### src/rtl/axi_burst_reader_if.sv
// axi_burst_reader_if: client request, AXI AR/R channels and beat/completion outputs of axi_burst_reader
interface axi_burst_reader_if #(parameter int ADDR_W = 32, parameter int DATA_W = 32);
    logic              req_valid;
    logic              req_ready;
    logic [ADDR_W-1:0] req_addr;
    logic [3:0]        req_len;
    logic [ADDR_W-1:0] araddr;
    logic [3:0]        arlen;
    logic [2:0]        arsize;
    logic [1:0]        arburst;
    logic              arvalid;
    logic              arready;
    logic [DATA_W-1:0] rdata;
    logic [1:0]        rresp;
    logic              rlast;
    logic              rvalid;
    logic              rready;
    logic              beat_valid;
    logic [DATA_W-1:0] beat_data;
    logic [3:0]        beat_idx;
    logic              done;
    logic              err;
    modport master (
        input  req_valid, req_addr, req_len, arready, rdata, rresp, rlast, rvalid,
        output req_ready, araddr, arlen, arsize, arburst, arvalid, rready,
               beat_valid, beat_data, beat_idx, done, err
    );
    modport slave (
        output req_valid, req_addr, req_len, arready, rdata, rresp, rlast, rvalid,
        input  req_ready, araddr, arlen, arsize, arburst, arvalid, rready,
               beat_valid, beat_data, beat_idx, done, err
    );
endinterface

### src/rtl/axi_burst_reader.sv
// axi_burst_reader: AXI INCR read-burst master; define BURST_RD_RESP_CHK_EN to flag non-OKAY rresp as err
module axi_burst_reader #(
    parameter int ADDR_W = 32,
    parameter int DATA_W = 32
) (
    input logic clk,
    input logic rst,
    axi_burst_reader_if.master bus
);
`ifdef BURST_RD_RESP_CHK_EN
    localparam bit RESP_CHK = 1'b1;
`else
    localparam bit RESP_CHK = 1'b0;
`endif
    typedef enum logic [2:0] {IDLE, ADDR, DATA, DRAIN, DONE} state_t;
    state_t            state, state_n;
    logic [ADDR_W-1:0] addr_q;
    logic [3:0]        len_q, cnt, idx_q;
    logic [DATA_W-1:0] data_q;
    logic              beat_q, err_q;
    logic              take, beat, last_exp, early, late, bad;
    assign take     = state == IDLE && bus.req_valid;
    assign beat     = state == DATA && bus.rvalid;
    assign last_exp = cnt == len_q;
    assign early    = beat && bus.rlast && !last_exp;
    assign late     = beat && !bus.rlast && last_exp;
    assign bad      = RESP_CHK && (state == DATA || state == DRAIN) && bus.rvalid && bus.rresp != 2'b00;
    assign bus.araddr     = addr_q;
    assign bus.arlen      = len_q;
    assign bus.arsize     = 3'b010;
    assign bus.arburst    = 2'b01;
    assign bus.beat_valid = beat_q;
    assign bus.beat_data  = data_q;
    assign bus.beat_idx   = idx_q;
    always_ff @(posedge clk or posedge rst) begin
        if (rst) state <= IDLE;
        else     state <= state_n;
    end
    always_comb begin
        state_n = state;
        case (state)
            IDLE:    state_n = bus.req_valid ? ADDR : IDLE;
            ADDR:    state_n = bus.arready ? DATA : ADDR;
            DATA:    state_n = !bus.rvalid ? DATA : bus.rlast ? DONE : last_exp ? DRAIN : DATA;
            DRAIN:   state_n = bus.rvalid && bus.rlast ? DONE : DRAIN;
            default: state_n = IDLE;
        endcase
    end
    always_comb begin
        bus.req_ready = state == IDLE;
        bus.arvalid   = state == ADDR;
        bus.rready    = state == DATA || state == DRAIN;
        bus.done      = state == DONE;
        bus.err       = state == DONE && err_q;
    end
    // cnt stops at len_q; a late-last burst leaves DATA instead of wrapping
    always_ff @(posedge clk or posedge rst) begin
        if (rst) begin
            addr_q <= '0;
            len_q  <= '0;
            cnt    <= '0;
            idx_q  <= '0;
            data_q <= '0;
            beat_q <= 1'b0;
            err_q  <= 1'b0;
        end else begin
            beat_q <= beat;
            if (beat) begin
                data_q <= bus.rdata;
                idx_q  <= cnt;
            end
            if (take) begin
                addr_q <= bus.req_addr;
                len_q  <= bus.req_len;
                cnt    <= '0;
                err_q  <= 1'b0;
            end else begin
                if (beat && !bus.rlast && !last_exp) cnt <= cnt + 4'd1;
                if (early || late || bad) err_q <= 1'b1;
            end
        end
    end
endmodule

### src/flat_wrapper.sv
// flat-port wrapper written by rule: the top's interface ports become plain ports
module axi_burst_reader_flat 
#(
    parameter int ADDR_W = 32,
    parameter int DATA_W = 32
)
  (clk, rst, bus_req_valid, bus_req_addr, bus_req_len, bus_arready, bus_rdata, bus_rresp, bus_rlast, bus_rvalid, bus_req_ready, bus_araddr, bus_arlen, bus_arsize, bus_arburst, bus_arvalid, bus_rready, bus_beat_valid, bus_beat_data, bus_beat_idx, bus_done, bus_err);
  axi_burst_reader_if #(.ADDR_W(ADDR_W), .DATA_W(DATA_W)) bus_i ();
  input logic clk;
  input logic rst;
  input wire logic [$bits(bus_i.req_valid)-1:0] bus_req_valid;
  input wire logic [$bits(bus_i.req_addr)-1:0] bus_req_addr;
  input wire logic [$bits(bus_i.req_len)-1:0] bus_req_len;
  input wire logic [$bits(bus_i.arready)-1:0] bus_arready;
  input wire logic [$bits(bus_i.rdata)-1:0] bus_rdata;
  input wire logic [$bits(bus_i.rresp)-1:0] bus_rresp;
  input wire logic [$bits(bus_i.rlast)-1:0] bus_rlast;
  input wire logic [$bits(bus_i.rvalid)-1:0] bus_rvalid;
  output wire logic [$bits(bus_i.req_ready)-1:0] bus_req_ready;
  output wire logic [$bits(bus_i.araddr)-1:0] bus_araddr;
  output wire logic [$bits(bus_i.arlen)-1:0] bus_arlen;
  output wire logic [$bits(bus_i.arsize)-1:0] bus_arsize;
  output wire logic [$bits(bus_i.arburst)-1:0] bus_arburst;
  output wire logic [$bits(bus_i.arvalid)-1:0] bus_arvalid;
  output wire logic [$bits(bus_i.rready)-1:0] bus_rready;
  output wire logic [$bits(bus_i.beat_valid)-1:0] bus_beat_valid;
  output wire logic [$bits(bus_i.beat_data)-1:0] bus_beat_data;
  output wire logic [$bits(bus_i.beat_idx)-1:0] bus_beat_idx;
  output wire logic [$bits(bus_i.done)-1:0] bus_done;
  output wire logic [$bits(bus_i.err)-1:0] bus_err;
  assign bus_i.req_valid = bus_req_valid;
  assign bus_i.req_addr = bus_req_addr;
  assign bus_i.req_len = bus_req_len;
  assign bus_i.arready = bus_arready;
  assign bus_i.rdata = bus_rdata;
  assign bus_i.rresp = bus_rresp;
  assign bus_i.rlast = bus_rlast;
  assign bus_i.rvalid = bus_rvalid;
  assign bus_req_ready = bus_i.req_ready;
  assign bus_araddr = bus_i.araddr;
  assign bus_arlen = bus_i.arlen;
  assign bus_arsize = bus_i.arsize;
  assign bus_arburst = bus_i.arburst;
  assign bus_arvalid = bus_i.arvalid;
  assign bus_rready = bus_i.rready;
  assign bus_beat_valid = bus_i.beat_valid;
  assign bus_beat_data = bus_i.beat_data;
  assign bus_beat_idx = bus_i.beat_idx;
  assign bus_done = bus_i.done;
  assign bus_err = bus_i.err;
  axi_burst_reader #(.ADDR_W(ADDR_W), .DATA_W(DATA_W)) u_core (.clk(clk), .rst(rst), .bus(bus_i));
endmodule
### config.mk
export PLATFORM = sky130hd
export DESIGN_NAME = axi_burst_reader_flat
export DESIGN_NICKNAME = d
export VERILOG_FILES = /design/src/rtl/axi_burst_reader_if.sv /design/src/rtl/axi_burst_reader.sv /design/src/flat_wrapper.sv
export SDC_FILE = /design/constraint.sdc
export NUM_CORES = 1
export LEC_CHECK = 0
export ABC_AREA = 1
export CAP_MARGIN = 20
export CORE_MARGIN = 4
export CORE_UTILIZATION = 31
export CTS_CLUSTER_DIAMETER = 60
export DETAILED_ROUTE_END_ITERATION = 7
export GPL_ROUTABILITY_DRIVEN = 0
export PLACE_DENSITY_LB_ADDON = 0.05
export SLEW_MARGIN = 20
export SYNTH_ARGS = -nofsm -noshare
export SYNTH_HDL_FRONTEND = slang
export SYNTH_SLANG_ARGS = --single-unit
### constraint.sdc
create_clock -name clk -period 2.79 [get_ports clk]
set_input_delay 0.4185 -clock clk [delete_from_list [all_inputs] [get_ports clk]]
set_output_delay 0.4185 -clock clk [all_outputs]
set_load 0.005 [all_outputs]
======== Word-level counts from Yosys, hierarchy flattened ========
Index checks and enable logic that the tools add are counted.
storage, ports and cells
  bits in writable memories ............... 0
  bits in registers ....................... 81
  bits of input ports ..................... 76
  memories kept ........................... 0
  ROM bits ................................ 0
  latch bits .............................. 0
  word-level logic and storage cells ...... 41
  output and inout port bits .............. 83
cells by class
  eq/ne operators ......................... 5
  multipliers ............................. 0
  shift operators ......................... 0
  $lt $le $gt $ge ......................... 0
  $add $sub $neg .......................... 1
  divide/modulo/power cells ............... 0
  reduce and logical (&&, ||, !) cells .... 16
  bitwise gates (word level) .............. 0
  multiplexer cells ....................... 11
operator list
  cell                   count
  $pmux W3 S4            1
  $logic_and A1 B1 Y1    9
  $mux W3                3
  $mux W4                2
  $eq A3 B2 Y1 const B   2
  $add A4 B1 Y4 const B  1
  $eq A4 B4 Y1           1
  $mux W1                4
  $reduce_bool A2 Y1     2
  $eq A3 B1 Y1 const B   1
  $eq A3 B3 Y1 const B   1
  $logic_not A3 Y1       1
  $logic_not A1 Y1       2
  $logic_or A1 B1 Y1     2
  $mux W2                1

======== Longest topological paths before layout ========
Gate-level depths: netlist of the first run.
  depth in word-level cells ............... 7
  gate-level depth with buffers ........... 9
  mapped depth without buffers ............ 9

======== Least setup slack after synthesis of the first run ========
No wires, ideal clock.
  path kind ............................... reg-to-output
  start point ............................. register u_core.state[2]
  end point ............................... output port bus_err
  arrival time ............................ 0.788 ns
  stages on the path, launching flop included .. 3
  buffers on the path ..................... 0
  slack ................................... 1.584 ns
  required time ........................... 2.372 ns
  cell sequence ........................... dfrtp_1 -> inv_1 -> nor4_1
on the way
  cells in the longest elaborated chain, start to end .. 2
ends and longest elaborated chain
  item                    RTL line                text
  start, declared         axi_burst_reader.sv:16  state_t state, state_n;
  start signal, assigned  axi_burst_reader.sv:37  else state <= state_n;
  $eq A3 B3 Y1            axi_burst_reader.sv:54  bus.err = state == DONE && err_q;
  $logic_and A1 B1 Y1     axi_burst_reader.sv:54
  end, declared           flat_wrapper.sv:30      output wire logic [$bits(bus_i.err)-1:0] bus_err;
Every way passes these cells.

======== Final worst setup path of the first run ========
  start point ............................. register u_core.state[1]
  end point ............................... output port bus_arvalid
on the way
  cells in the longest elaborated chain, start to end .. 1
ends and longest elaborated chain
  item           RTL line                text
  $eq A3 B1 Y1   axi_burst_reader.sv:51  bus.arvalid = state == ADDR;
  end, declared  flat_wrapper.sv:24      output wire logic [$bits(bus_i.arvalid)-1:0] bus_arvalid;
Every way passes these cells.

==> metrics.txt, run 1 <==
Least-Margin Pin Slew=0.6659 ns; most common cell in the netlist=nand2_1; Seq/Total Area, Yosys=60.86%; site row count=37; final-stage net count=around 610; Post-Syn Instances=between 300 and 400; slowest CP cell=clkdlybuf4s50_1; crit path DAT=~1.8 ns; Seq cells post-synth=just over 80; DIE AREA=around 12000 um^2; Die Y=~110 um; type of origin of the critical path=flop; Starting Density=between 30% and 40%; Antenna diodes=0; vias per cell=between 4 and 5; Rel. slew slack=between 50 and 60%; Starting DRT DRC Count=110; DP HPWL=6170 um; Layout Skew=roughly 0.0079 ns; CTS tree=done; Final Max Tran Viols=0; I/O Buffers=151; total track usage=roughly 14%; number of buffers inserted by hold repair at cts=0; TritonCTS Buffers=9; Die Wd=111.7 um; drc violations=0; LEAKAGE=approximately 2.5 nW; CP Max Fanout=6; initial antenna violation count=0; CP bufs+invs=1; crit share post-route=between 70% and 80%; number of enable flip-flop cells after synthesis=0; Peak Freq=461.2 MHz; RSZ-0062 raised after global routing=no; power density cells=just under 1000 nW/um^2; vias in the first global route=2908; post-synthesis cell type with the largest combined area=dfrtp_1; Post-synth top flop=dfrtp_1; Area Overhead vs Synth=54.28%; clock sink total=81; Clock transition at path regs=around 0.080 ns; setup TNS=0 ns; Post-CTS Resized=0; pin count of the biggest net entering global routing=42; max_cap viols=0; top-area cell type share of the netlist area=approximately 60%; result of the run=finished, final reports clean; DRT Wirelength=8724 um; Syn Area/Cell=just under 9 um^2; total number of vias=about 2800; cell at the root of the clock tree=clkbuf_8; final hold slack=around 0.46 ns; Core Box Area=10420 um^2; Pre-antenna DRT Iters=4; YS warnings=0; Netlist Area Pre-Place=between 3000 and 4000 um^2; first-pass GRT wire length=around 14000 um; GRT overflow=0; WS Path Type=reg2out; I/O Pins=around 160; share of cells above drive strength 1=between 5 and 6%; Multi-input gate area=around 1100 um^2; # H-tree levels=3; critical path's top delay family=buffers and inverters; dominant cells by area after synthesis=dfrtp_1, nand2_1, buf_4; asr flop ratio synth=between 90% and 100%; Register Area=just over 2000 um^2; worst skew pair latency=between 0.3 and 0.4 ns; Layout fillers=~1000; distinct cell type count of the synthesized netlist=26; # setup viols final=0; CP peak stage delay=~0.60 ns; Final Hold Viols=0; CP cell instances=nor3_1 -> clkdlybuf4s50_1; CP Capture Type=primary output; Tmin final=2.168 ns; Post-DRT Antenna Nets=0; Commonest cells post-synth=nand2_1, dfrtp_1, inv_1; worst IR drop on VDD=around 0.38 mV; hold crit path type=in2async; Critical Path RT=2.37 ns; Post-CTS Setup Inserts=0; CTS max path bufs=2; drt wl/cell=between 10 and 15 um
per-stage QoR:
stage	utilization (%)	std cells	worst slack [ns]	area (um^2)	power [mW]
3_3_place_gp	47.26	659	0.6925	4922	4.137
5_1_grt	49.33	673	0.4584	5139	5.478
3_5_place_dp	47.26	659	0.7031	4922	4.165
2_1_floorplan	-	387	0.2914	3342	2.869
4_1_cts	49.33	673	0.5771	5139	5.147
6_report	49.33	673	0.6218	5139	5.043
power breakdown:
part | internal [mW] | switching, mW
clock | 0.542 | 0.395
combinational | 1.22 | 0.915
sequential | 1.68 | 0.295
total | 3.44 | 1.61
sequential cells by signal, summed over array words and instances (netlist names):
signal                 flops
u_core.bus.beat_idx        4
u_core.bus.beat_data      32
u_core.state               3
u_core.err_q               1
u_core.bus.arlen           4
u_core.cnt                 4
u_core.bus.beat_valid      1
u_core.bus.araddr         32
final cells by class:
cell class / count / area share [%]
multi-input combinational: 269 / 21.60
timing repair buffer: 156 / 30.14
tap: 136 / 3.311
clock buffer: 11 / 2.946
clock inverter: 3 / 1.266
sequential: 81 / 39.44
inverter: 17 / 1.290
worst register-to-register path: cells and delay by family, from the launching register on:
kind | cells | cell delay [ns]
buf+inv | 2 | 0.53
compound gates | 1 | 0.06
flops | 1 | 0.46
simple gates | 5 | 0.50
cells by family (layout without fill, tap and decap cells):
| group | after synthesis | count (layout) | synth area share [%] |
|---|---|---|---|
| xor gates and xnor gates | 1 | 1 | 0.2630 |
| and+or+nand+nor | 250 | 250 | 30.20 |
| other | 2 | 5 | 0.2255 |
| AOI/OAI and AO/OA | 12 | 12 | 1.916 |
| DFF | 81 | 81 | 60.86 |
| buffers and inverters | 37 | 187 | 6.161 |
| adders and majority gates | 1 | 1 | 0.3756 |
cells in the final DEF, fill, tap and decap left out:
| cell | synthesis | routed |
|---|---|---|
| ha_1 | 1 | 1 |
| nor3_2 | 1 | 1 |
| dfrtp_1 | 81 | 81 |
| nand3b_1 | 1 | 1 |
| nor2_4 | 2 | 2 |
| o21ai_1 | 5 | 5 |
| inv_1 | 14 | 13 |
| clkbuf_8 | 0 | 11 |
| nor2_1 | 2 | 2 |
| nand2_2 | 3 | 3 |
| nand2_1 | 224 | 224 |
| buf_4 | 10 | 5 |
| inv_2 | 2 | 2 |
| clkdlybuf4s50_1 | 0 | 151 |
| conb_1 | 2 | 5 |
| nand3_1 | 7 | 7 |
| nand2_4 | 1 | 1 |
| bufinv_16 | 0 | 2 |
| a22o_1 | 1 | 1 |
| nor4_1 | 1 | 1 |
| nor3_1 | 3 | 3 |
| nand4_1 | 5 | 5 |
| xor2_1 | 1 | 1 |
| a21oi_1 | 1 | 1 |
| clkinv_2 | 1 | 3 |
| o21ai_0 | 5 | 5 |
final timing paths:
kind / start / end / slack [ns] / depth (start not counted)
max: u_core.state[1]$_DFF_PP0_ / bus_arvalid / 0.62 / 2
min: rst / u_core.bus.beat_data[21]$_DFFE_PP0N_ / 0.46 / 2
max reg2reg: u_core.state[1]$_DFF_PP0_ / u_core.err_q$_DFFE_PP0P_ / 1.10 / 8
min reg2reg: u_core.bus.araddr[30]$_DFFE_PP0P_ / u_core.bus.araddr[30]$_DFFE_PP0P_ / 0.48 / 2
max in group asynchronous: rst / u_core.cnt[0]$_DFFE_PP0P_ / 1.66 / 3
min in group clk: u_core.bus.araddr[30]$_DFFE_PP0P_ / u_core.bus.araddr[30]$_DFFE_PP0P_ / 0.48 / 2
per-layer routing:
layer  GRT usage [%]  routed length, um  vias up
met5               0                  0        -
met2           21.30               3723      110
met1           18.32               3977     1246
met3           6.685                873       11
li1                -                  -     1458
met4           4.785                150        0
Power figures use the tool's default switching activity.
==> inputs of run 2 (changes only) <==
- clock period: 2.79 -> 1.85 ns (I/O delays scaled with it)
==> metrics.txt, run 2 (synthesis results as in run 1) <==
vias in the first global route=2967 (+2.0%); Layout Skew=0.006055 ns (-0.001835 ns); Non-Filler Instances=679 (+0.89%); Post-Place Cells=662 (+0.46%); dpl cell area=4997 um^2 (+1.5%); R2R Setup Slk=0.21 ns (-0.89 ns); worst skew pair latency=0.35 ns (about the same); setup TNS=0 ns (unchanged); CTS tree=done; Starting Density=31.98% (unchanged); slowest CP cell=dfrtp_2; Register Area=2029 um^2 (+0.12%); crit share post-route=between 90% and 100%; worst r2r src=u_core.state[1]$_DFF_PP0_; Layout fillers=998 (-1.4%); Die Y=111.7 um (unchanged); pin count of the biggest net entering global routing=37 (-12%); hold crit path type=in2async; final-stage net count=615 (+0.65%); drt wl/cell=12.89 um (-0.57%); vias per cell=4.246 (+1.2%); critical path's top delay family=buffers and inverters; LEAKAGE=2.571 nW (+1.9%); first-pass GRT wire length=14710 um (+2.5%); CP Max Fanout=5 (-1); Area Overhead vs Synth=56.46%; WS Path Type=reg2out; Core Box Area=10420 um^2 (unchanged); most frequent cells in the layout=nand2_1, clkdlybuf4s50_1, dfrtp_1; DP HPWL=6282 um (+1.8%); GRT overflow=0 (unchanged); Antenna diodes=0 (unchanged); # setup viols final=0 (unchanged); CP Capture Type=primary output; cell at the root of the clock tree=clkbuf_8; power density cells=1467 nW/um^2 (+49%); clock sink total=81 (unchanged); Starting DRT DRC Count=172 (+56%); CTS max path bufs=2 (unchanged); I/O Pins=159 (unchanged); DIE AREA=12470 um^2 (unchanged); Clock transition at path regs=0.08 ns (about the same); Die Wd=111.7 um (unchanged); site row count=37 (unchanged); type of origin of the critical path=flop; crit path DAT=1.44 ns (-0.31 ns); Tmin final=between 1.5 and 2 ns; share of cells above drive strength 1=7.366% (+1.8 points); final instance area=5211 um^2 (+1.4%); total track usage=14.68% (+0.40 points); Peak Freq=around 580 MHz; max_cap viols=0 (unchanged); Final Hold Viols=0 (unchanged); Pre-antenna DRT Iters=4 (unchanged); Multi-input gate area=1115 um^2 (+0.45%); initial antenna violation count=0 (unchanged); commonest non-fill, non-tap cell in the layout=nand2_1; RSZ-0062 raised after global routing=no; FF-to-FF End=u_core.bus.araddr[18]$_DFFE_PP0P_; result of the run=finished, final reports clean; total number of vias=2883 (+2.1%); Critical Path RT=1.57 ns (-0.80 ns); DRT Wirelength=8752 um (+0.32%); final hold slack=0.2542 ns (-0.2074 ns); CP peak stage delay=0.42 ns (-0.18 ns); I/O Buffers=151 (unchanged); CP cell instances=buf_4 -> nor3_2 -> dlygate4sd2_1; worst IR drop on VDD=0.5222 mV (+39%); Post-DRT Antenna Nets=0 (unchanged); TritonCTS Buffers=9 (unchanged); reg2reg path depth=7 (-1); drc violations=0 (unchanged); # H-tree levels=3 (unchanged); CP bufs+invs=2 (+1); Final Max Tran Viols=0 (unchanged)
-- run 2: cell count changes in the layout (fill, tap and decap cells not counted), sizes merged --
cell | previous run | this run
buf | 5 | 9
clkinv | 3 | 6
clkdlybuf4s50 | 151 | 146
clkbuf | 11 | 10
dlygate4sd2 | 0 | 4
clkinvlp | 0 | 1
-- run 2: layout make-up --
type	instances	area share (%)
clock buffers	9	2.377
clock inverters	7	1.633
inverters	17	1.321
multi-input cells	269	21.39
flip-flops and latches	81	38.94
well taps	136	3.265
repair buffers	160	31.07
-- run 2: routing by layer --
metal  track usage (%)  part of all wire, %
met5                 0                    0
met2             21.14                   41
met1             18.99                   46
met3             6.141                   11
met4             7.218                  2.1
-- run 2: worst max-delay path by stage --
stage | start | to | cells past startpoint
2_1_floorplan | rst | u_core.bus.araddr[0]$_DFFE_PP0P_ | 1
3_3_place_gp | bus_rvalid | u_core.bus.beat_data[14]$_DFFE_PP0N_ | 8
3_5_place_dp | bus_rvalid | u_core.bus.beat_data[16]$_DFFE_PP0N_ | 8
4_1_cts | u_core.state[1]$_DFF_PP0_ | bus_err | 3
5_1_grt | u_core.state[1]$_DFF_PP0_ | bus_req_ready | 3
6_report | u_core.state[1]$_DFF_PP0_ | bus_arvalid | 3
-- run 2: metrics by stage --
step	power, mW	setup WS [ns]	utilization [%]
3_5_place_dp	6.357	0.1211	47.98
4_1_cts	7.800	0.07660	50.07
6_report	7.644	0.1350	50.03
3_3_place_gp	6.320	0.1436	47.98
5_1_grt	8.309	0.05356	50.03
2_1_floorplan	4.328	0.6487	-
-- run 2: worst register-to-register path, stage by stage, from the launching register on --
cell	delay (ns)
dfrtp_2	0.42
buf_4	0.16
nor3_2	0.21
nand2_2	0.20
inv_2	0.24
buf_12	0.21
nand2_1	0.08
nand2_1	0.06
-- run 2: repair_timing --
action                                  4_1_cts  5_1_grt
setup buffers                                 1        0
resized for setup                             8        3
pin swaps                                     1        0
hold buffers                                  0        0
endpoints found under the setup margin        5        1
endpoints found under the hold margin         0        0
-- run 2: where the power goes --
| group | leakage (nW) | switching (mW) | internal (mW) |
|---|---|---|---|
| combinational | 1.44 | 1.40 | 1.89 |
| sequential | 1.02 | 0.432 | 2.53 |
| clock | 0.113 | 0.637 | 0.748 |
| total | 2.57 | 2.47 | 5.17 |
